`src/rtl/sseg_pkg.sv`:
```
// Shared encodings for the seven-segment scan multiplexer: hex glyph table,
// blank encodings and segment bit positions {dp,g,f,e,d,c,b,a}.
package sseg_pkg;

  localparam int SEG_A  = 0;
  localparam int SEG_B  = 1;
  localparam int SEG_C  = 2;
  localparam int SEG_D  = 3;
  localparam int SEG_E  = 4;
  localparam int SEG_F  = 5;
  localparam int SEG_G  = 6;
  localparam int SEG_DP = 7;

  localparam int MAX_DIGITS = 16;

  localparam logic [7:0]            SEG_OFF    = 8'hFF;
  localparam logic [MAX_DIGITS-1:0] ANODES_OFF = 16'hFFFF;

  // Active-low glyphs with the decimal point off; entry 0 is the rightmost element.
  localparam logic [15:0][7:0] HEX_TABLE = {
    8'h8E, 8'h86, 8'hA1, 8'hC6, 8'h83, 8'h88, 8'h90, 8'h80,
    8'hF8, 8'h82, 8'h92, 8'h99, 8'hB0, 8'hA4, 8'hF9, 8'hC0
  };

  typedef enum logic {
    DRIVE_BLANK = 1'b0,
    DRIVE_DIGIT = 1'b1
  } drive_t;

  function automatic logic [6:0] hex_to_seg(input logic [3:0] nibble);
    logic [7:0] glyph;
    glyph = HEX_TABLE[nibble];
    return glyph[SEG_G:SEG_A];
  endfunction

endpackage

```
`src/rtl/sseg_hex_decoder.sv`:
```
// Combinational nibble to active-low seven-segment lookup (segments g..a).
module sseg_hex_decoder
  import sseg_pkg::*;
(
  input  logic [3:0] nibble,
  output logic [6:0] seg
);

  always_comb begin
    seg = hex_to_seg(nibble);
  end

endmodule

```
`src/rtl/sseg_scan_mux.sv`:
```
// Double-buffered seven-segment scan multiplexer for common-anode displays.
// Optional build macro SSEG_DIM_EN adds a 4-bit brightness input (PWM per slot).
module sseg_scan_mux
  import sseg_pkg::*;
#(
  parameter int NUM_DIGITS  = 8,
  parameter int REFRESH_DIV = 100000
)
(
  input  logic                    clk,
  input  logic                    reset,
  input  logic [4*NUM_DIGITS-1:0] digits,
  input  logic [NUM_DIGITS-1:0]   dp,
  input  logic [NUM_DIGITS-1:0]   digit_en,
`ifdef SSEG_DIM_EN
  input  logic [3:0]              bright,
`endif
  input  logic                    load,
  output logic [NUM_DIGITS-1:0]   an,
  output logic [7:0]              sseg,
  output logic                    frame_tick
);

  localparam int PW       = (REFRESH_DIV > 1) ? $clog2(REFRESH_DIV) : 1;
  localparam int IW       = $clog2(NUM_DIGITS);
  localparam int DIM_STEP = REFRESH_DIV / 16;

  logic [PW-1:0] prescaler_reg, prescaler_next;
  logic [IW-1:0] index_reg, index_next;
  logic          slot_tick;
  logic          frame_wrap;
  logic          wrap_d_reg;
  logic          frame_tick_reg;

  logic [4*NUM_DIGITS-1:0] stage_digits_reg, act_digits_reg;
  logic [NUM_DIGITS-1:0]   stage_dp_reg,     act_dp_reg;
  logic [NUM_DIGITS-1:0]   stage_en_reg,     act_en_reg;
  logic                    pending_reg;

  logic [NUM_DIGITS-1:0] sel_onehot;
  logic [3:0]            cur_nibble;
  logic                  cur_dp;
  logic                  cur_en;
  logic [6:0]            cur_seg;
  logic                  in_window;
  drive_t                drive_mode;

  logic [NUM_DIGITS-1:0] an_reg, an_next;
  logic [7:0]            sseg_reg, sseg_next;

  // ---------------- slot prescaler and digit index ----------------
  assign slot_tick  = (prescaler_reg == PW'(REFRESH_DIV - 1));
  assign frame_wrap = slot_tick && (index_reg == IW'(NUM_DIGITS - 1));

  always_comb begin
    prescaler_next = prescaler_reg + PW'(1);
    index_next     = index_reg;
    if (slot_tick) begin
      prescaler_next = '0;
      index_next     = (index_reg == IW'(NUM_DIGITS - 1)) ? '0 : index_reg + IW'(1);
    end
  end

  always_ff @(posedge clk or negedge reset) begin
    if (!reset) begin
      prescaler_reg <= '0;
      index_reg     <= '0;
    end else begin
      prescaler_reg <= prescaler_next;
      index_reg     <= index_next;
    end
  end

  // ---------------- staging / active double buffer ----------------
  // A load landing on the wrap itself bypasses staging so it is not lost for a frame.
  always_ff @(posedge clk or negedge reset) begin
    if (!reset) begin
      stage_digits_reg <= '0;
      stage_dp_reg     <= '0;
      stage_en_reg     <= '0;
      act_digits_reg   <= '0;
      act_dp_reg       <= '0;
      act_en_reg       <= '0;
      pending_reg      <= 1'b0;
    end else begin
      if (load) begin
        stage_digits_reg <= digits;
        stage_dp_reg     <= dp;
        stage_en_reg     <= digit_en;
      end
      if (frame_wrap && load) begin
        act_digits_reg <= digits;
        act_dp_reg     <= dp;
        act_en_reg     <= digit_en;
        pending_reg    <= 1'b0;
      end else if (frame_wrap && pending_reg) begin
        act_digits_reg <= stage_digits_reg;
        act_dp_reg     <= stage_dp_reg;
        act_en_reg     <= stage_en_reg;
        pending_reg    <= 1'b0;
      end else if (load) begin
        pending_reg <= 1'b1;
      end
    end
  end

`ifdef SSEG_DIM_EN
  logic [3:0]  stage_bright_reg, act_bright_reg;
  logic [31:0] window_len;

  always_ff @(posedge clk or negedge reset) begin
    if (!reset) begin
      stage_bright_reg <= '0;
      act_bright_reg   <= '0;
    end else begin
      if (load) begin
        stage_bright_reg <= bright;
      end
      if (frame_wrap && load) begin
        act_bright_reg <= bright;
      end else if (frame_wrap && pending_reg) begin
        act_bright_reg <= stage_bright_reg;
      end
    end
  end

  // Full brightness is forced so a REFRESH_DIV that is not a multiple of 16 still lights the whole slot.
  always_comb begin
    window_len = (32'(act_bright_reg) + 32'd1) * 32'(DIM_STEP);
    in_window  = (act_bright_reg == 4'hF) || (32'(prescaler_reg) < window_len);
  end
`else
  assign in_window = 1'b1;
`endif

  // ---------------- current digit selection ----------------
  for (genvar gi = 0; gi < NUM_DIGITS; gi++) begin : g_sel
    assign sel_onehot[gi] = (index_reg == IW'(gi));
  end

  always_comb begin
    cur_nibble = '0;
    for (int i = 0; i < NUM_DIGITS; i++) begin
      if (sel_onehot[i]) begin
        cur_nibble = act_digits_reg[4*i +: 4];
      end
    end
  end

  assign cur_dp = |(act_dp_reg & sel_onehot);
  assign cur_en = |(act_en_reg & sel_onehot);

  sseg_hex_decoder u_hex_decoder (
    .nibble (cur_nibble),
    .seg    (cur_seg)
  );

  // ---------------- registered output stage ----------------
  always_comb begin
    drive_mode = (cur_en && in_window) ? DRIVE_DIGIT : DRIVE_BLANK;
    an_next    = ANODES_OFF[NUM_DIGITS-1:0];
    sseg_next  = SEG_OFF;
    if (drive_mode == DRIVE_DIGIT) begin
      an_next   = ~sel_onehot;
      sseg_next = {~cur_dp, cur_seg};
    end
  end

  // frame_tick is delayed twice so it lines up with digit 0 reaching the pins.
  always_ff @(posedge clk or negedge reset) begin
    if (!reset) begin
      an_reg         <= ANODES_OFF[NUM_DIGITS-1:0];
      sseg_reg       <= SEG_OFF;
      wrap_d_reg     <= 1'b0;
      frame_tick_reg <= 1'b0;
    end else begin
      an_reg         <= an_next;
      sseg_reg       <= sseg_next;
      wrap_d_reg     <= frame_wrap;
      frame_tick_reg <= wrap_d_reg;
    end
  end

  assign an         = an_reg;
  assign sseg       = sseg_reg;
  assign frame_tick = frame_tick_reg;

endmodule

```
`config.mk`:
```
export PLATFORM = sky130hd
export DESIGN_NAME = sseg_scan_mux
export DESIGN_NICKNAME = d
export VERILOG_FILES = /design/src/rtl/sseg_pkg.sv /design/src/rtl/sseg_hex_decoder.sv /design/src/rtl/sseg_scan_mux.sv
export SDC_FILE = /design/constraint.sdc
export NUM_CORES = 1
export LEC_CHECK = 0
export CAP_MARGIN = 20
export CORE_MARGIN = 2
export CORE_UTILIZATION = 52
export CTS_CLUSTER_SIZE = 40
export DETAILED_ROUTE_END_ITERATION = 7
export PLACE_DENSITY = 0.7
export SYNTH_ARGS = -nofsm -noshare
export SYNTH_HDL_FRONTEND = slang
export SYNTH_SLANG_ARGS = --single-unit
```
`constraint.sdc`:
```
create_clock -name clk -period 3.9 [get_ports clk]
set_clock_uncertainty 0.15 [all_clocks]
set_input_delay 0.78 -clock clk [delete_from_list [all_inputs] [get_ports clk]]
set_output_delay 0.78 -clock clk [all_outputs]
set_load 0.01 [all_outputs]
```
==> summary.md <==
| Metric | Value |
|---|---|
| Flop-to-flop setup slack | `0.38 ns` |
| Fin crit share | `90.19%` |
| Hold Crit Endpoint | `frame_tick` |
| Post-route design area | `0.007599 mm2` |
| Placement Cell Area | `0.006978 mm2` |
| TritonCTS sink count | `135` |
| LEAKAGE | `3.539 nW` |
| Gpl congestion | `0.9022` |
| Post-synth EDFFs | `0` |
| H-Tree Depth | `4` |
| Root Driver | `clkbuf_16` |
| Cells on Worst Hold Path | `0` |
| Share of cells above drive strength 1 | `22.24%` |
| Detailed Routing Iterations Pass 1 | `5` |
| CP Launch Point | `index_reg[2]` |
| GRT Overall Usage | `21.46%` |
| Final Instance Count excl. Fillers | `732` |
| Core Footprint | `0.01152 mm2` |
| Antenna Nets Post-Route | `0` |
| Vias in the first global route | `4309` |
| CP Capture Type | `register` |
| TNS Setup | `0 ns` |
| Post-synthesis sequential area ratio | `54.71%` |
| R2R Path End | `sseg[0]` |
| Max cap viols | `0` |
| Largest net degree at the start of global routing | `80` |
| IO Pins | `68` |
| Main synth FF type | `dfrtp_1` |
| Rows | `39` |
| Required time worst endpoint | `4.07 ns` |
| IO Port Bufs | `67` |
| Latest clock arrival within the worst-skew pair | `0.42 ns` |
| GRT overflow | `0` |
| # DRC | `0` |
| Starting density of the core | `53.93%` |
| Peak VDD IR | `315.3 uV` |
| Final count of hold timing violations | `0` |
| Synthesis-stage register bit count | `135` |
| Die height | `113.3 um` |
| Unrepaired setup endpoints after global routing | `no` |
| Synth Instances | `510` |
| Area occupied by multi-input gates | `0.002618 mm2` |
| Post-CTS Resized | `0` |
| Min cycle time layout | `3.517 ns` |
| Area delta synth->final | `22.34%` |
| Setup CP Type | `register to register` |
| Yosys warnings | `0` |
| Synth unique cells | `55` |
| Data arrival time of the worst path | `3.69 ns` |
| R2R depth | `10` |
| Ant diodes | `0` |
| HP Class | `register to register` |
| F_max | `284.3 MHz` |
| First-pass GRT wire length | `21540 um` |
| Worst Min Path Start | `wrap_d_reg` |
| Net Count, Synth | `575` |
| Worst-Margin Slew | `0.8618 ns` |
| Post-CTS repair timing setup buffer count | `0` |
| Power per Cell Area | `435.2 mW/mm2` |
| Vias per cell | `5.475` |
| CP max FO | `16` |
| CTS clk-pin slew, worst paths | `0.06 ns` |
| Worst Setup Start Kind | `register` |
| Routed wire per std cell | `16.82 um` |
| Slew margin rel. | `42.55%` |
| Reg area | `0.003398 mm2` |
| Slew Limit Fails | `0` |
| Num CTS Buffers | `17` |
| Avg Cell Area, Syn | `12.18 um2` |
| Longest Clk Path Bufs | `2` |
| Outcome | `finished clean` |
| Chip width | `113.3 um` |
| CTS tree | `done` |
| Fraction of registers with async set or reset after synthesis | `100.0%` |
| Initial antenna violation count | `0` |
| WL final | `12320 um` |
| FILL cells | `914` |
| First-iteration detailed-routing DRC count | `242` |
| FF-to-FF Start | `index_reg[2]` |
| NumNets Final | `641` |
| Hold_buf cts | `0` |
| Synthesized area | `0.006211 mm2` |
| Die area | `0.01283 mm2` |
| DP Cell Count | `700` |
| Setup Viol. Count Final | `0` |
| Dpl hpwl | `8335 um` |
| Via count of the routed design | `4008` |
-- cells in the final DEF, fill, tap and decap left out, types with 4 or more instances in the layout --
cell             instances
a21oi_1                 10
o211ai_1                 4
buf_4                   10
mux2_2                  50
dfstp_2                 16
dfrtp_1                119
clkbuf_8                 5
ha_1                    14
o21ai_1                 15
a221oi_1                 5
nand3_1                 13
o21ai_0                 25
mux2_4                  17
clkbuf_16               17
and4_1                   4
clkdlybuf4s50_1         65
nor2_1                  17
nand2_1                 51
nor2b_1                  5
xnor2_1                  7
mux2i_1                 33
inv_1                   13
o22ai_1                  4
xor2_1                   8
-- through the flow --
stage                     util (%)  hold slack (ns)  power, mW  setup WS [ns]
final                        65.98           0.2041      3.307         0.3826
after CTS                    65.98           0.2062      3.337         0.4127
after global placement       60.59           0.1874      1.668         0.6391
after floorplan                  -           0.1812      1.572          1.207
after global routing         65.98           0.2179      3.428         0.1334
after detailed placement     60.59           0.1927      1.678         0.4437
-- worst max-delay path, cell delays in order, from the launching register on --
cell and delay (ns):
dfrtp_1 0.64, clkinv_1 0.38, ha_1 0.44, or2_1 0.30, a221oi_1 0.24, o22ai_1 0.13
o2bb2ai_1 0.28, inv_1 0.17, ha_1 0.24, and4b_1 0.21, a311oi_1 0.23
-- final cells by class --
class | instances | area share [%]
clock buffer | 25 | 6.652
clock inverter | 7 | 1.515
inverter | 14 | 0.6916
multi-input combinational | 332 | 34.45
sequential | 135 | 44.72
tap | 143 | 2.355
timing repair buffer | 76 | 9.616
-- worst max path at each step --
stage,to,slack [ns],depth (start not counted)
floorplan,sseg[3],1.21,12
global placement,sseg[0],0.64,10
detailed placement,sseg[0],0.44,10
CTS,sseg[0],0.41,10
global route,sseg[3],0.13,11
finish,sseg[0],0.38,10
-- report_power, final --
part	leakage [nW]	total [mW]	internal, mW	switching, mW
Clock	0.299	1.66	1.09	0.569
Combinational	1.54	0.178	0.102	0.0759
Sequential	1.70	1.47	1.45	0.0199
Total	3.54	3.31	2.64	0.665
-- cell usage after synthesis (11+ instances only) --
cell	count	area (um2)
nand2_1	51	191.4
mux2_4	17	255.2
dfrtp_1	119	2978
ha_1	14	175.2
inv_1	13	48.80
o21ai_1	15	75.07
buf_2	13	65.06
nor2_1	17	63.81
dfstp_2	16	420.4
o21ai_0	25	125.1
clkbuf_1	11	41.29
nand3_1	14	70.07
mux2_2	50	563.0
mux2i_1	33	330.3
-- kinds of logic after synthesis --
family | Yosys count | share of synthesized area [%]
DFF | 135 | 54.71
xor gates and xnor gates | 15 | 2.115
buffers and inverters | 43 | 3.223
and+or+nand+nor | 117 | 9.811
muxes | 100 | 18.49
adders and majority gates | 14 | 2.820
AOI/OAI and AO/OA | 86 | 8.823
-- per-layer routing --
| layer | vias up | share of wire (%) | global-route usage (%) |
|---|---|---|---|
| li1 | 1946 | - | - |
| met1 | 1932 | 47 | 29.15 |
| met2 | 109 | 46 | 33.25 |
| met3 | 21 | 5.2 | 5.196 |
| met4 | 0 | 2.3 | 9.024 |
| met5 | - | 0 | 0 |
Power figures use the tool's default switching activity.
